**src/rtl/pipe_hazard_ctrl_pkg.sv**
```systemverilog
// Shared definitions for the pipeline hazard controller and control_unit:
// controller state encoding and the opcode constants decoded in IF/ID.
package pipe_hazard_ctrl_pkg;

  typedef enum logic [1:0] {
    ST_RUN      = 2'd0,
    ST_MEM_WAIT = 2'd1,
    ST_ERROR    = 2'd2
  } hazard_state_t;

  localparam logic [5:0] R_TYPE = 6'b000000;
  localparam logic [5:0] LW     = 6'b100011;
  localparam logic [5:0] SW     = 6'b101011;
  localparam logic [5:0] BEQ    = 6'b000100;
  localparam logic [5:0] I_TYPE = 6'b001000;

  // Instructions that read rt as a source operand (rt is a destination otherwise).
  function automatic logic reads_rt(input logic [5:0] opcode);
    return (opcode == R_TYPE) || (opcode == SW) || (opcode == BEQ);
  endfunction

endpackage

```
**src/rtl/pipe_hazard_ctrl_load_use_detect.sv**
```systemverilog
// Combinational load-use detector: a load in ID/EX whose destination is a
// source operand of the instruction in IF/ID. Register 0 never conflicts.
module load_use_detect
  import pipe_hazard_ctrl_pkg::*;
(
  input  logic [5:0] ifid_opcode,
  input  logic [4:0] ifid_rs,
  input  logic [4:0] ifid_rt,
  input  logic       idex_memread,
  input  logic [4:0] idex_rt,
  output logic       hazard
);

  assign hazard = idex_memread && (idex_rt != 5'd0) &&
                  ((idex_rt == ifid_rs) ||
                   (reads_rt(ifid_opcode) && (idex_rt == ifid_rt)));

endmodule

```
**src/rtl/pipe_hazard_ctrl.sv**
```systemverilog
// Pipeline hazard controller: data-memory wait/timeout FSM, branch flush and
// load-use stall arbitration. Optional perf counters (stall_cnt, flush_cnt)
// are built when HAZARD_PERF_CNT_EN is defined.
//
// state       | meaning
// ST_RUN      | normal flow; branch flush / load-use stall arbitration
// ST_MEM_WAIT | data memory access pending; pipeline frozen until ack
// ST_ERROR    | memory timeout; pipeline frozen until reset
module pipe_hazard_ctrl
  import pipe_hazard_ctrl_pkg::*;
#(
  parameter int unsigned TIMEOUT = 15
) (
  input  logic       clk,
  input  logic       rst_n,
  input  logic [5:0] ifid_opcode,
  input  logic [4:0] ifid_rs,
  input  logic [4:0] ifid_rt,
  input  logic       idex_memread,
  input  logic [4:0] idex_rt,
  input  logic       branch_taken,
  input  logic       exmem_memacc,
  input  logic       dmem_ack,
  output logic       pc_write,
  output logic       ifid_write,
  output logic       lw_hazard,
  output logic       ifid_flush,
  output logic       idex_flush,
  output logic       exmem_flush,
  output logic       freeze,
  output logic       mem_err
`ifdef HAZARD_PERF_CNT_EN
  ,
  output logic [15:0] stall_cnt,
  output logic [15:0] flush_cnt
`endif
);

  localparam logic [7:0] TIMEOUT_CNT = 8'(TIMEOUT);

  hazard_state_t state, state_nxt;
  logic [7:0]    wait_cnt, wait_cnt_nxt;
  logic          mem_err_nxt;
  logic          mem_wait;
  logic          lu_hazard;
  logic          flush_evt;

  assign mem_wait = exmem_memacc && !dmem_ack;

  load_use_detect u_load_use_detect (
    .ifid_opcode  (ifid_opcode),
    .ifid_rs      (ifid_rs),
    .ifid_rt      (ifid_rt),
    .idex_memread (idex_memread),
    .idex_rt      (idex_rt),
    .hazard       (lu_hazard)
  );

  // State, wait counter and sticky error register.
  always_ff @(posedge clk or negedge rst_n) begin
    if (!rst_n) begin
      state    <= ST_RUN;
      wait_cnt <= 8'd0;
      mem_err  <= 1'b0;
    end else begin
      state    <= state_nxt;
      wait_cnt <= wait_cnt_nxt;
      mem_err  <= mem_err_nxt;
    end
  end

  // Next-state: enter wait on an unacked access, leave on ack or timeout.
  always_comb begin
    state_nxt    = state;
    wait_cnt_nxt = wait_cnt;
    mem_err_nxt  = mem_err;
    case (state)
      ST_RUN: begin
        if (mem_wait) begin
          state_nxt    = ST_MEM_WAIT;
          wait_cnt_nxt = 8'd1;
        end
      end
      ST_MEM_WAIT: begin
        if (dmem_ack) begin
          state_nxt    = ST_RUN;
          wait_cnt_nxt = 8'd0;
        end else if (wait_cnt == TIMEOUT_CNT) begin
          state_nxt   = ST_ERROR;
          mem_err_nxt = 1'b1;
        end else begin
          wait_cnt_nxt = wait_cnt + 8'd1;
        end
      end
      ST_ERROR: begin
        state_nxt = ST_ERROR;
      end
      default: begin
        state_nxt    = ST_RUN;
        wait_cnt_nxt = 8'd0;
      end
    endcase
  end

  // Outputs: freeze overrides flush, which overrides the load-use stall.
  always_comb begin
    pc_write   = 1'b1;
    ifid_write = 1'b1;
    lw_hazard  = 1'b0;
    flush_evt  = 1'b0;
    freeze     = 1'b0;
    case (state)
      ST_RUN: begin
        if (mem_wait) begin
          freeze = 1'b1;
        end else if (branch_taken) begin
          flush_evt = 1'b1;
        end else if (lu_hazard) begin
          pc_write   = 1'b0;
          ifid_write = 1'b0;
          lw_hazard  = 1'b1;
        end
      end
      ST_MEM_WAIT: begin
        freeze = !dmem_ack;
      end
      default: begin
        freeze = 1'b1;
      end
    endcase
    if (freeze) begin
      pc_write   = 1'b0;
      ifid_write = 1'b0;
    end
  end

  assign ifid_flush  = flush_evt;
  assign idex_flush  = flush_evt;
  assign exmem_flush = flush_evt;

`ifdef HAZARD_PERF_CNT_EN
  // Saturating stall and flush event counters.
  always_ff @(posedge clk or negedge rst_n) begin
    if (!rst_n) begin
      stall_cnt <= 16'd0;
      flush_cnt <= 16'd0;
    end else begin
      if ((lw_hazard || freeze) && (stall_cnt != 16'hFFFF)) stall_cnt <= stall_cnt + 16'd1;
      if (flush_evt && (flush_cnt != 16'hFFFF)) flush_cnt <= flush_cnt + 16'd1;
    end
  end
`endif

endmodule
```
**config.mk**
```make
export PLATFORM = sky130hd
export DESIGN_NAME = pipe_hazard_ctrl
export DESIGN_NICKNAME = d
export VERILOG_FILES = /design/src/rtl/pipe_hazard_ctrl_pkg.sv /design/src/rtl/pipe_hazard_ctrl_load_use_detect.sv /design/src/rtl/pipe_hazard_ctrl.sv
export SDC_FILE = /design/constraint.sdc
export NUM_CORES = 1
export LEC_CHECK = 0
export ABC_AREA = 0
export ABC_CLOCK_PERIOD_IN_PS = 3000
export CAP_MARGIN = 20
export CORE_ASPECT_RATIO = 1.2
export CORE_MARGIN = 3
export CORE_UTILIZATION = 46
export CTS_CLUSTER_DIAMETER = 80
export DETAILED_ROUTE_END_ITERATION = 12
export HOLD_SLACK_MARGIN = 0.02
export PLACE_DENSITY = 0.93
export SYNTH_ARGS = -nofsm -noshare
export SYNTH_HDL_FRONTEND = slang
export SYNTH_SLANG_ARGS = --single-unit
```
**constraint.sdc**
```tcl
create_clock -name clk -period 3 [get_ports clk]
set_input_delay 0.3 -clock clk [delete_from_list [all_inputs] [get_ports clk]]
set_output_delay 0.3 -clock clk [all_outputs]
set_load 0.005 [all_outputs]
```
==> results of run 1 <==
[layout by cell type (no fill, tap or decap), types with 2 or more instances in the layout]
| cell type | synthesis | routed |
|---|---|---|
| nor3_1 | 3 | 3 |
| xnor2_1 | 4 | 4 |
| nand2_1 | 12 | 12 |
| dfrtp_1 | 11 | 11 |
| inv_1 | 4 | 4 |
| and3_1 | 2 | 2 |
| o21ai_1 | 3 | 3 |
| clkbuf_4 | 0 | 3 |
| clkdlybuf4s50_1 | 0 | 34 |
| nand4_1 | 3 | 3 |
| nor2_1 | 10 | 10 |
| a31o_1 | 2 | 2 |
| a21oi_1 | 3 | 3 |
| o22ai_1 | 3 | 3 |
| mux2i_1 | 2 | 2 |
| nand3_1 | 5 | 5 |
| xor2_1 | 10 | 10 |
[power breakdown]
group | switching [W] | total (W) | internal (W)
Sequential | 0.0000149 | 0.000170 | 0.000155
Clock | 0.0000495 | 0.000101 | 0.0000514
Combinational | 0.0000480 | 0.000113 | 0.0000650
[logic make-up after synthesis]
family | share of synthesized area (%)
xor+xnor | 14.1
fa+ha+maj | 1.43
flops | 31.6
buf+inv | 5.31
mux | 2.30
compound gates | 16.6
simple gates | 28.7
[through the flow]
stage,setup slack [ns],utilization [%],std cells,hold WS [ns],total power (W)
finish,0.532,72.3,154,0.372,0.000384
global route,0.414,72.3,154,0.401,0.000406
CTS,0.513,72.3,154,0.389,0.000387
detailed placement,0.530,70.7,150,0.454,0.000284
global placement,0.594,70.7,150,0.453,0.000278
floorplan,1.36,-,103,0.00441,0.000221
[routing by layer]
layer  up-vias  global-route usage (%)
met2        31                    40.9
li1        436                       -
met3         4                    5.69
met5         -                       0
met4         0                    7.11
met1       406                    20.9
[registers in the layout (all words and copies together) (netlist names)]
signal,flops
mem_err,1
wait_cnt,8
state,2
[worst paths after layout]
check / cells after the start / to
worst max-delay path: 6 / lw_hazard
worst min-delay path: 1 / wait_cnt[4]
worst max register to register: 5 / wait_cnt[1]
worst min register to register: 1 / mem_err
max in group asynchronous: 1 / wait_cnt[0]
min in group clk: 1 / mem_err
[cells in the mapped netlist (all sizes together)]
cell type   n  area [um2]
nand2      12        45.0
nor2       12        55.1
dfrtp      11         275
xor2       10        87.6
nand3       5        25.0
o21ai       5        28.8
buf         4        27.5
inv         4        15.0
xnor2       4        35.0
a21oi       3        15.0
a31o        3        26.3
nand4       3        18.8
nor3        3        15.0
o22ai       3        18.8
and3        2        12.5
mux2i       2        20.0
a2111oi     1        8.76
a211oi      1        12.5
a31oi       1        6.26
a32o        1        10.0
and4b       1        10.0
clkbuf      1        3.75
ha          1        12.5
nand2b      1        6.26
nand4b      1        15.0
nor2b       1        6.26
nor3b       1        7.51
nor4        1        6.26
o211a       1        10.0
o32ai       1        8.76
or3         1        11.3
or3b        1        8.76
or4         1        7.51
[cell type report]
type / instances / area (um2)
Multi-Input combinational cell: 83 / 551
Fill cell: 132 / 472
Timing Repair Buffer: 34 / 340
Sequential cell: 11 / 275
Clock buffer: 4 / 26.3
Tap cell: 18 / 22.5
Inverter: 4 / 15.0
[critical path, delay by kind of cell]
family | cells | cell delay (ns)
buffers and inverters | 2 | 0.94
and+or+nand+nor | 2 | 0.62
AOI/OAI and AO/OA | 2 | 0.31
==> summary.log, run 1 <==
qor: outcome.result_of_the_run finished, final reports clean
qor: placed_design.dp.final_hpwl 1890 um
qor: synthesis.synth-seq-area-share 31.6%
qor: final_layout.antennaDiodeCount 0
qor: synthesis.number_of_warnings_reported_in_the_yosys_synthesis_log 0
qor: clock_tree.cts.sinks 11
qor: worst_setup_path.endpoint_kind output port
qor: clock_tree.cts-htree-levels 1
qor: placed_design.cell_area_placed 1200 um2
qor: clock_tree.cts_hold_buffers 0
qor: die.cell_row_count 16
qor: die.floorplan.initialDensity 51.2%
qor: clock_tree.library_cell_used_as_clock_root_buffer clkbuf_4
qor: power_and_ir_drop.p_per_area 312 nW/um2
qor: worst_setup_path.crit_path_max_incr_delay 0.52 ns
qor: synthesis.syn_area_per_cell 8.47 um2
qor: drt.drt-total-wl 2310 um
qor: final_layout.post_route_cells_drive_above_1_share 7.35%
qor: power_and_ir_drop.vdd_ir_drop_max 167 uV
qor: timing.fmaxAchievable 0.405 GHz
qor: timing.setup_tns_final 0 ns
qor: worst_setup_path.most_frequent_cell_on_critical_path clkdlybuf4s50_1
qor: clock_tree.numCtsBuffers 3
qor: global_routing.grt_usage 21.1%
qor: die.die-height 53.7 um
qor: worst_setup_path.critical_path.max_fanout 2
qor: timing.drv_slew 0
qor: worst_setup_path.reg2reg_slack 1.38 ns
qor: worst_setup_path.crit_chain clkdlybuf4s50_1 -> or4_1 -> o21ai_1 -> nand3_1 -> a21oi_1 -> clkdlybuf4s50_1
qor: timing.final_period_minus_worst_setup_slack 2.47 ns
qor: clock_tree.clock_slew_at_reported_path_ffs 0.07 ns
qor: drt.wl_per_cell 15.0 um
qor: drt.route.detailed.vias_per_inst 5.69
qor: drt.routed.top_layer met4
qor: final_layout.finalNetCount 165
qor: synthesis.synth_cell_types 39
qor: worst_setup_path.crit_start ifid_opcode[1]
qor: drt.met2WireLength 1280 um
qor: worst_setup_path.setup.worst_path.start_class input port
qor: power_and_ir_drop.static_leakage_power 0.507 nW
qor: global_routing.grt_pass1_wl 3830 um
qor: clock_tree.worstSkewPairLatency 0.27 ns
qor: synthesis.synth_seq_cells 11
qor: clock_tree.cts.repair_timing.setup_buffer_count 0
qor: hold_path.hold_path.class in -> async
qor: die.io_pins 35
qor: global_routing.initial_antenna_violation_count 0
qor: drt.routedLengthMet1 812 um
qor: timing.fin_crit_sh 82.3%
qor: drt.route.detailed.drc 0
qor: timing.slew_headroom 63.4%
qor: die.core_area 1700 um2
qor: worst_setup_path.cp_data_required_time 2.70 ns
qor: drt.dr.pass1.iters 6
qor: timing.report.final.setup_viol 0
qor: worst_setup_path.regToRegStartpoint wait_cnt[0]
qor: timing.rsz0062_at_grt no
qor: drt.initial_drt_markers 10
qor: drt.met3RoutedLength 174 um
qor: die.fp.dieArea 2460 um2
qor: die.die_x_extent 45.7 um
qor: final_layout.postLayoutCellArea 1230 um2
qor: final_layout.area_delta_synth_final 41.0%
qor: drt.dr_total_vias 877
qor: synthesis.synthesis.area 872 um2
qor: global_routing.gr-total-overflow 0
qor: worst_setup_path.critPathSlowestCell or4_1
qor: worst_setup_path.worst_ep_arrival_time 2.17 ns
qor: global_routing.grt_start_max_net_pins 19
qor: placed_design.globalplace.congestion 0.908
qor: timing.skew_final 0.00387 ns
qor: clock_tree.clockBufferDepth 2
qor: drt.count_of_nets_left_with_antenna_violations_after_detail_routing 0
qor: synthesis.synthesis.nets 131
qor: worst_setup_path.critical_path_class in -> out
qor: synthesis.synth_cells 103
qor: timing.report.final.hold_viol_count 0
qor: placed_design.numPortBuffers 34
qor: clock_tree.cts_tree done
qor: flow_run.max_cap_viol_count 0
qor: global_routing.first_global_vias 922
qor: clock_tree.post_cts_resized 0
qor: timing.tightest_slew 0.549 ns
No activity file was read; power rests on OpenSTA's default activity.
==> inputs of run 2 (changes only) <==
- ABC_CLOCK_PERIOD_IN_PS: 3000 -> 2300
- CORE_UTILIZATION: 46 -> 42
- PLACE_DENSITY: 0.93 -> 0.87
- clock period: 3 -> 2.3 ns (I/O delays scaled with it)
==> run 2 against run 1 <==
Clock power increased by 35%. Total power increased by 33%. Sequential share of layout area decreased by 1.1 points. First-iteration DRC count increased by 70%. Utilization decreased by 3.9 points. Non-clock buffer count increased by 7. Worst setup slack got worse by 0.19 ns. Highest routed layer unchanged.
==> summary.log, run 2 (synthesized netlist as in run 1, its figures left out) <==
qor: power_and_ir_drop.total_power_consumption_of_the_routed_design 0.000512 W
qor: timing.final_period_minus_worst_setup_slack 1.95 ns
qor: flow_run.max_cap_viol_count 0
qor: clock_tree.cts.repair_timing.setup_buffer_count 0
qor: clock_tree.clock_slew_at_reported_path_ffs 0.07 ns
qor: global_routing.initial_antenna_violation_count 0
qor: drt.route.detailed.vias_per_inst 5.67
qor: timing.rsz0062_at_grt no
qor: clock_tree.numCtsBuffers 3
qor: placed_design.pre_cts_ws 0.00554 ns
qor: final_layout.biggestRegsByFlops wait_cnt (8), state (2), mem_err (1)
qor: power_and_ir_drop.p_per_area 395 nW/um2
qor: global_routing.grt.met2_usage 31.8%
qor: clock_tree.library_cell_used_as_clock_root_buffer clkbuf_4
qor: timing.report.final.setup_viol 0
qor: drt.drt-total-wl 2250 um
qor: worst_setup_path.r2r-end wait_cnt[6]
qor: die.die-height 55.9 um
qor: worst_setup_path.regToRegStartpoint wait_cnt[0]
qor: worst_setup_path.critical_path.max_fanout 2
qor: worst_setup_path.worst_ep_arrival_time 1.72 ns
qor: final_layout.final_common_cell clkdlybuf4s50_1
qor: worst_setup_path.setup.worst_path.start_class input port
qor: final_layout.antennaDiodeCount 0
qor: clock_tree.worstSkewPairLatency 0.27 ns
qor: timing.report.final.hold_viol_count 0
qor: timing.fmaxAchievable 0.512 GHz
qor: timing.drv_slew 0
qor: die.io_pins 35
qor: global_routing.grt_start_max_net_pins 12
qor: timing.skew_final 0.00273 ns
qor: final_layout.fillcell_total 156
qor: worst_setup_path.reg2reg_slack 0.67 ns
qor: power_and_ir_drop.vdd_ir_drop_max 246 uV
qor: worst_setup_path.endpoint_kind output port
qor: placed_design.numPortBuffers 34
qor: timing.timing.hold.ws 0.290 ns
qor: timing.setup_tns_final 0 ns
qor: final_layout.area_delta_synth_final 48.5%
qor: die.cell_row_count 17
qor: global_routing.grt_use_met3 7.12%
qor: global_routing.grt_pass1_wl 3750 um
qor: placed_design.dp.final_hpwl 1900 um
qor: global_routing.grt_most_used_layer met2
qor: worst_setup_path.critical_path_class in -> out
qor: drt.initial_drt_markers 17
qor: placed_design.globalplace.congestion 0.874
qor: die.fp.dieArea 2660 um2
qor: final_layout.post_route_cells_drive_above_1_share 12.6%
qor: drt.count_of_nets_left_with_antenna_violations_after_detail_routing 0
qor: drt.dr.pass1.iters 4
qor: die.core_area 1890 um2
qor: clock_tree.cts_hold_buffers 0
qor: final_layout.register_bank_with_the_most_flops wait_cnt
qor: drt.route.detailed.drc 0
qor: global_routing.grt_usage 18.8%
qor: drt.wl_per_cell 13.9 um
qor: final_layout.largest_register_ffs 8
qor: worst_setup_path.worst_reg2reg_path_length_in_cells 5
qor: timing.tightest_slew 0.506 ns
qor: drt.dr_total_vias 918
qor: worst_setup_path.cp_data_required_time 2.07 ns
qor: timing.timing.final.ws_setup 0.346 ns
qor: die.floorplan.initialDensity 46.1%
qor: clock_tree.cts.sinks 11
qor: die.die_x_extent 47.6 um
qor: power_and_ir_drop.static_leakage_power 0.574 nW
qor: clock_tree.cts-htree-levels 1
qor: final_layout.finalNetCount 172
qor: final_layout.commonest_cells_after_routing_fill_and_taps_aside 31 x clkdlybuf4s50_1, 12 x nand2_1, 11 x dfrtp_1, 10 x nor2_1, 10 x xor2_1
qor: global_routing.first_global_vias 903
qor: clock_tree.clockBufferDepth 2
qor: outcome.result_of_the_run finished, final reports clean
qor: timing.slew_headroom 66.1%
qor: global_routing.gr-total-overflow 0
qor: timing.fin_crit_sh 84.9%
qor: clock_tree.cts_tree done
qor: hold_path.hold_path.class in -> async
qor: global_routing.met1_usage 20.8%
==> run 2: timing repair <==
item,4_1_cts,5_1_grt
endpoints found under the setup margin,1,3
cloned,0,0
gates resized for setup,1,3
hold endpoints to repair,0,0
pin swaps,0,1
==> run 2: metrics by stage <==
step,utilization [%],instance area (um2),cells
2_1_floorplan,-,872,103
3_3_place_gp,66.4,1260,158
3_5_place_dp,66.4,1260,158
4_1_cts,68.0,1290,162
5_1_grt,68.4,1290,162
6_report,68.4,1290,162
==> run 2: how the worst max path moves through the flow <==
stage / start / endpoint / slack, ns
detailed placement: ifid_opcode[1] / pc_write / 0.006
CTS: ifid_opcode[1] / pc_write / 0.03
global route: idex_rt[0] / pc_write / 0.23
floorplan: ifid_opcode[1] / pc_write / 0.80
finish: ifid_opcode[1] / pc_write / 0.35
global placement: ifid_opcode[1] / lw_hazard / 0.06
==> run 2: power breakdown <==
part | switching [W] | total, W | internal, W
clock | 0.0000685 | 0.000136 | 0.0000673
sequential | 0.0000169 | 0.000219 | 0.000203
combinational | 0.0000649 | 0.000157 | 0.0000920
==> run 2: worst max-delay path, stage by stage <==
cell,delay [ns]
clkdlybuf4s50_1,0.41
or4_1,0.54
o21ai_2,0.09
nand3_1,0.08
o211a_1,0.22
dlymetal6s2s_1,0.16
==> run 2: metal layers <==
metal	vias up	share of wire, %
li1	448	-
met1	429	35
met2	37	54
met3	4	9.3
met4	0	1.7
met5	-	0
==> run 2: layout make-up <==
cell class                 instances  area (um2)  area share [%]
clock buffer                       4        26.3            2.03
inverter                           4        15.0            1.16
multi-input combinational         83         554            42.8
sequential                        11         275            21.3
tap                               19        23.8            1.84
timing repair buffer              41         400            30.9
==> inputs of run 3 (changes only) <==
- ABC_CLOCK_PERIOD_IN_PS: 2300 -> 1800
- clock period: 2.3 -> 1.8 ns (I/O delays scaled with it)
==> run 3 against run 2 <==
Clock power rose by 29%. Cell area grew 4.9%. Sequential power grew 26%. Worst hold slack got worse by 0.050 ns. First-iteration DRC count fell by 29%. Register-to-register slack worse by 0.50 ns. Via count up 4.4%. Critical path depth grew 1. Utilization up 3.4 points. Combinational power increased by 39%. Critical path type unchanged. Critical endpoint unchanged. Largest cell class unchanged. Largest power group unchanged.
==> summary.log, run 3 (synthesized netlist as in run 1, its figures left out) <==
qor: flow_run.max_cap_viol_count 0
qor: power_and_ir_drop.power.share.clock 26.1%
qor: final_layout.area_of_the_multi_input_gates 583 um2
qor: global_routing.gr-total-overflow 0
qor: worst_setup_path.critical-path-top-delay-family buffers and inverters
qor: placed_design.globalplace.congestion 0.904
qor: timing.tightest_slew 0.517 ns
qor: worst_setup_path.crit_path_max_incr_delay 0.43 ns
qor: drt.drt-total-wl 2400 um
qor: worst_setup_path.critical_path.max_fanout 2
qor: global_routing.grt_usage 18.8%
qor: timing.slew_headroom 65.4%
qor: power_and_ir_drop.vdd_ir_drop_max 256 uV
qor: worst_setup_path.crit_chain clkdlybuf4s50_1 -> xor2_1 -> nor4_1 -> buf_4 -> nand2_1 -> o211a_1 -> buf_2
qor: global_routing.initial_antenna_violation_count 0
qor: drt.route.detailed.vias_per_inst 5.70
qor: final_layout.commonest_cells_after_routing_fill_and_taps_aside 23 x clkdlybuf4s50_1, 13 x buf_4, 12 x nand2_1, 11 x dfrtp_1, 10 x xor2_1
qor: final_layout.finalNetCount 178
qor: hold_path.hold_path.class in -> async
qor: final_layout.final-seq-area 275 um2
qor: clock_tree.clock_slew_at_reported_path_ffs 0.07 ns
qor: timing.final_period_minus_worst_setup_slack 1.71 ns
qor: worst_setup_path.worst_ep_arrival_time 1.53 ns
qor: timing.timing.hold.ws 0.240 ns
qor: timing.report.final.hold_viol_count 0
qor: die.floorplan.initialDensity 46.1%
qor: final_layout.postLayoutCellArea 1360 um2
qor: placed_design.numPortBuffers 34
qor: power_and_ir_drop.switching_share 29.9%
qor: power_and_ir_drop.p_per_area 493 nW/um2
qor: worst_setup_path.critPathSlowestCell clkdlybuf4s50_1
qor: clock_tree.clockBufferDepth 2
qor: power_and_ir_drop.combinational_share_of_power 32.6%
qor: drt.count_of_nets_left_with_antenna_violations_after_detail_routing 0
qor: timing.fmaxAchievable 0.584 GHz
qor: clock_tree.worstSkewPairLatency 0.28 ns
qor: clock_tree.cts_tree done
qor: clock_tree.cts.sinks 11
qor: final_layout.utilization 71.8%
qor: power_and_ir_drop.internal_power 0.000469 W
qor: worst_setup_path.cp_data_required_time 1.62 ns
qor: power_and_ir_drop.total_power_consumption_of_the_routed_design 0.000669 W
qor: die.io_pins 35
qor: final_layout.register_bank_with_the_most_flops wait_cnt
qor: timing.fin_crit_sh 95.2%
qor: timing.skew_final 0.00421 ns
qor: worst_setup_path.crit_buf_inv 3
qor: die.die-height 55.9 um
qor: clock_tree.numCtsBuffers 3
qor: drt.dr_total_vias 958
qor: global_routing.first_global_vias 919
qor: placed_design.dp.final_hpwl 1870 um
qor: die.cell_row_count 17
qor: drt.dr.pass1.iters 4
qor: final_layout.area_delta_synth_final 55.8%
qor: die.fp.dieArea 2660 um2
qor: drt.route.detailed.drc 0
qor: clock_tree.library_cell_used_as_clock_root_buffer clkbuf_4
qor: die.die_x_extent 47.6 um
qor: clock_tree.cts-htree-levels 1
qor: die.core_area 1890 um2
qor: worst_setup_path.critical_path_class in -> out
qor: global_routing.grt_start_max_net_pins 16
qor: timing.report.final.setup_viol 0
qor: power_and_ir_drop.p_switching 0.000200 W
qor: drt.initial_drt_markers 12
qor: timing.drv_slew 0
qor: power_and_ir_drop.static_leakage_power 0.642 nW
qor: final_layout.biggestRegsByFlops wait_cnt (8), state (2), mem_err (1)
qor: placed_design.cell_area_placed 1290 um2
qor: final_layout.fillcell_total 151
qor: final_layout.post_route_cells_drive_above_1_share 23.5%
qor: drt.wl_per_cell 14.3 um
qor: power_and_ir_drop.power.sequential.fraction 41.3%
qor: final_layout.largest_register_ffs 8
qor: outcome.result_of_the_run finished, final reports clean
qor: final_layout.final_common_cell clkdlybuf4s50_1
qor: global_routing.grt_pass1_wl 3700 um
qor: final_layout.antennaDiodeCount 0
qor: worst_setup_path.endpoint_kind output port
qor: worst_setup_path.setup.worst_path.start_class input port
run 3: area by class of cell:
cell class                 instances  share of cell area, %
multi-input combinational         83                   42.9
timing repair buffer              47                   32.0
sequential                        11                   20.3
clock buffer                       4                   1.93
tap                               19                   1.75
inverter                           4                   1.10
run 3: stage by stage:
| step | TNS (ns) | std cells | worst slack (ns) |
|---|---|---|---|
| floorplan | 0 | 103 | 0.375 |
| global placement | -0.997 | 162 | -0.334 |
| detailed placement | -1.07 | 162 | -0.367 |
| CTS | 0 | 167 | 0.00723 |
| global route | -0.0333 | 168 | -0.0187 |
| finish | 0 | 168 | 0.0862 |
run 3: what timing repair did:
item                       CTS  global route
hold buffers                 0             0
setup endpoints to repair    4             7
gates cloned                 0             0
hold endpoints to repair     0             0
pin swaps                    5             6
buffers inserted             1             1
gates resized for setup     16            13
run 3: power by group through the flow:
stage / clock network, W / registers (W) / logic, W
floorplan: 0 / 0.000275 / 0.0000939
global placement: 0 / 0.000279 / 0.000201
detailed placement: 0 / 0.000280 / 0.000210
CTS: 0.000179 / 0.000277 / 0.000209
global route: 0.000198 / 0.000278 / 0.000238
finish: 0.000175 / 0.000277 / 0.000218
run 3: worst paths after layout:
kind | from | endpoint | slack, ns | cells after the start
worst max-delay path | ifid_rt[4] | pc_write | 0.09 | 7
worst min-delay path | rst_n | wait_cnt[2] | 0.24 | 1
worst max register to register | wait_cnt[1] | wait_cnt[0] | 0.17 | 5
worst min register to register | mem_err | mem_err | 0.48 | 1
max in group asynchronous | rst_n | wait_cnt[5] | 1.21 | 1
min in group clk | mem_err | mem_err | 0.48 | 1
run 3: per-layer routing:
metal / track usage, % / wire (um) / up-vias
li1: - / - / 467
met4: 8.85 / 42 / 0
met2: 32.6 / 1250 / 43
met3: 5.83 / 191 / 5
met1: 19.0 / 915 / 443
met5: 0 / 0 / -
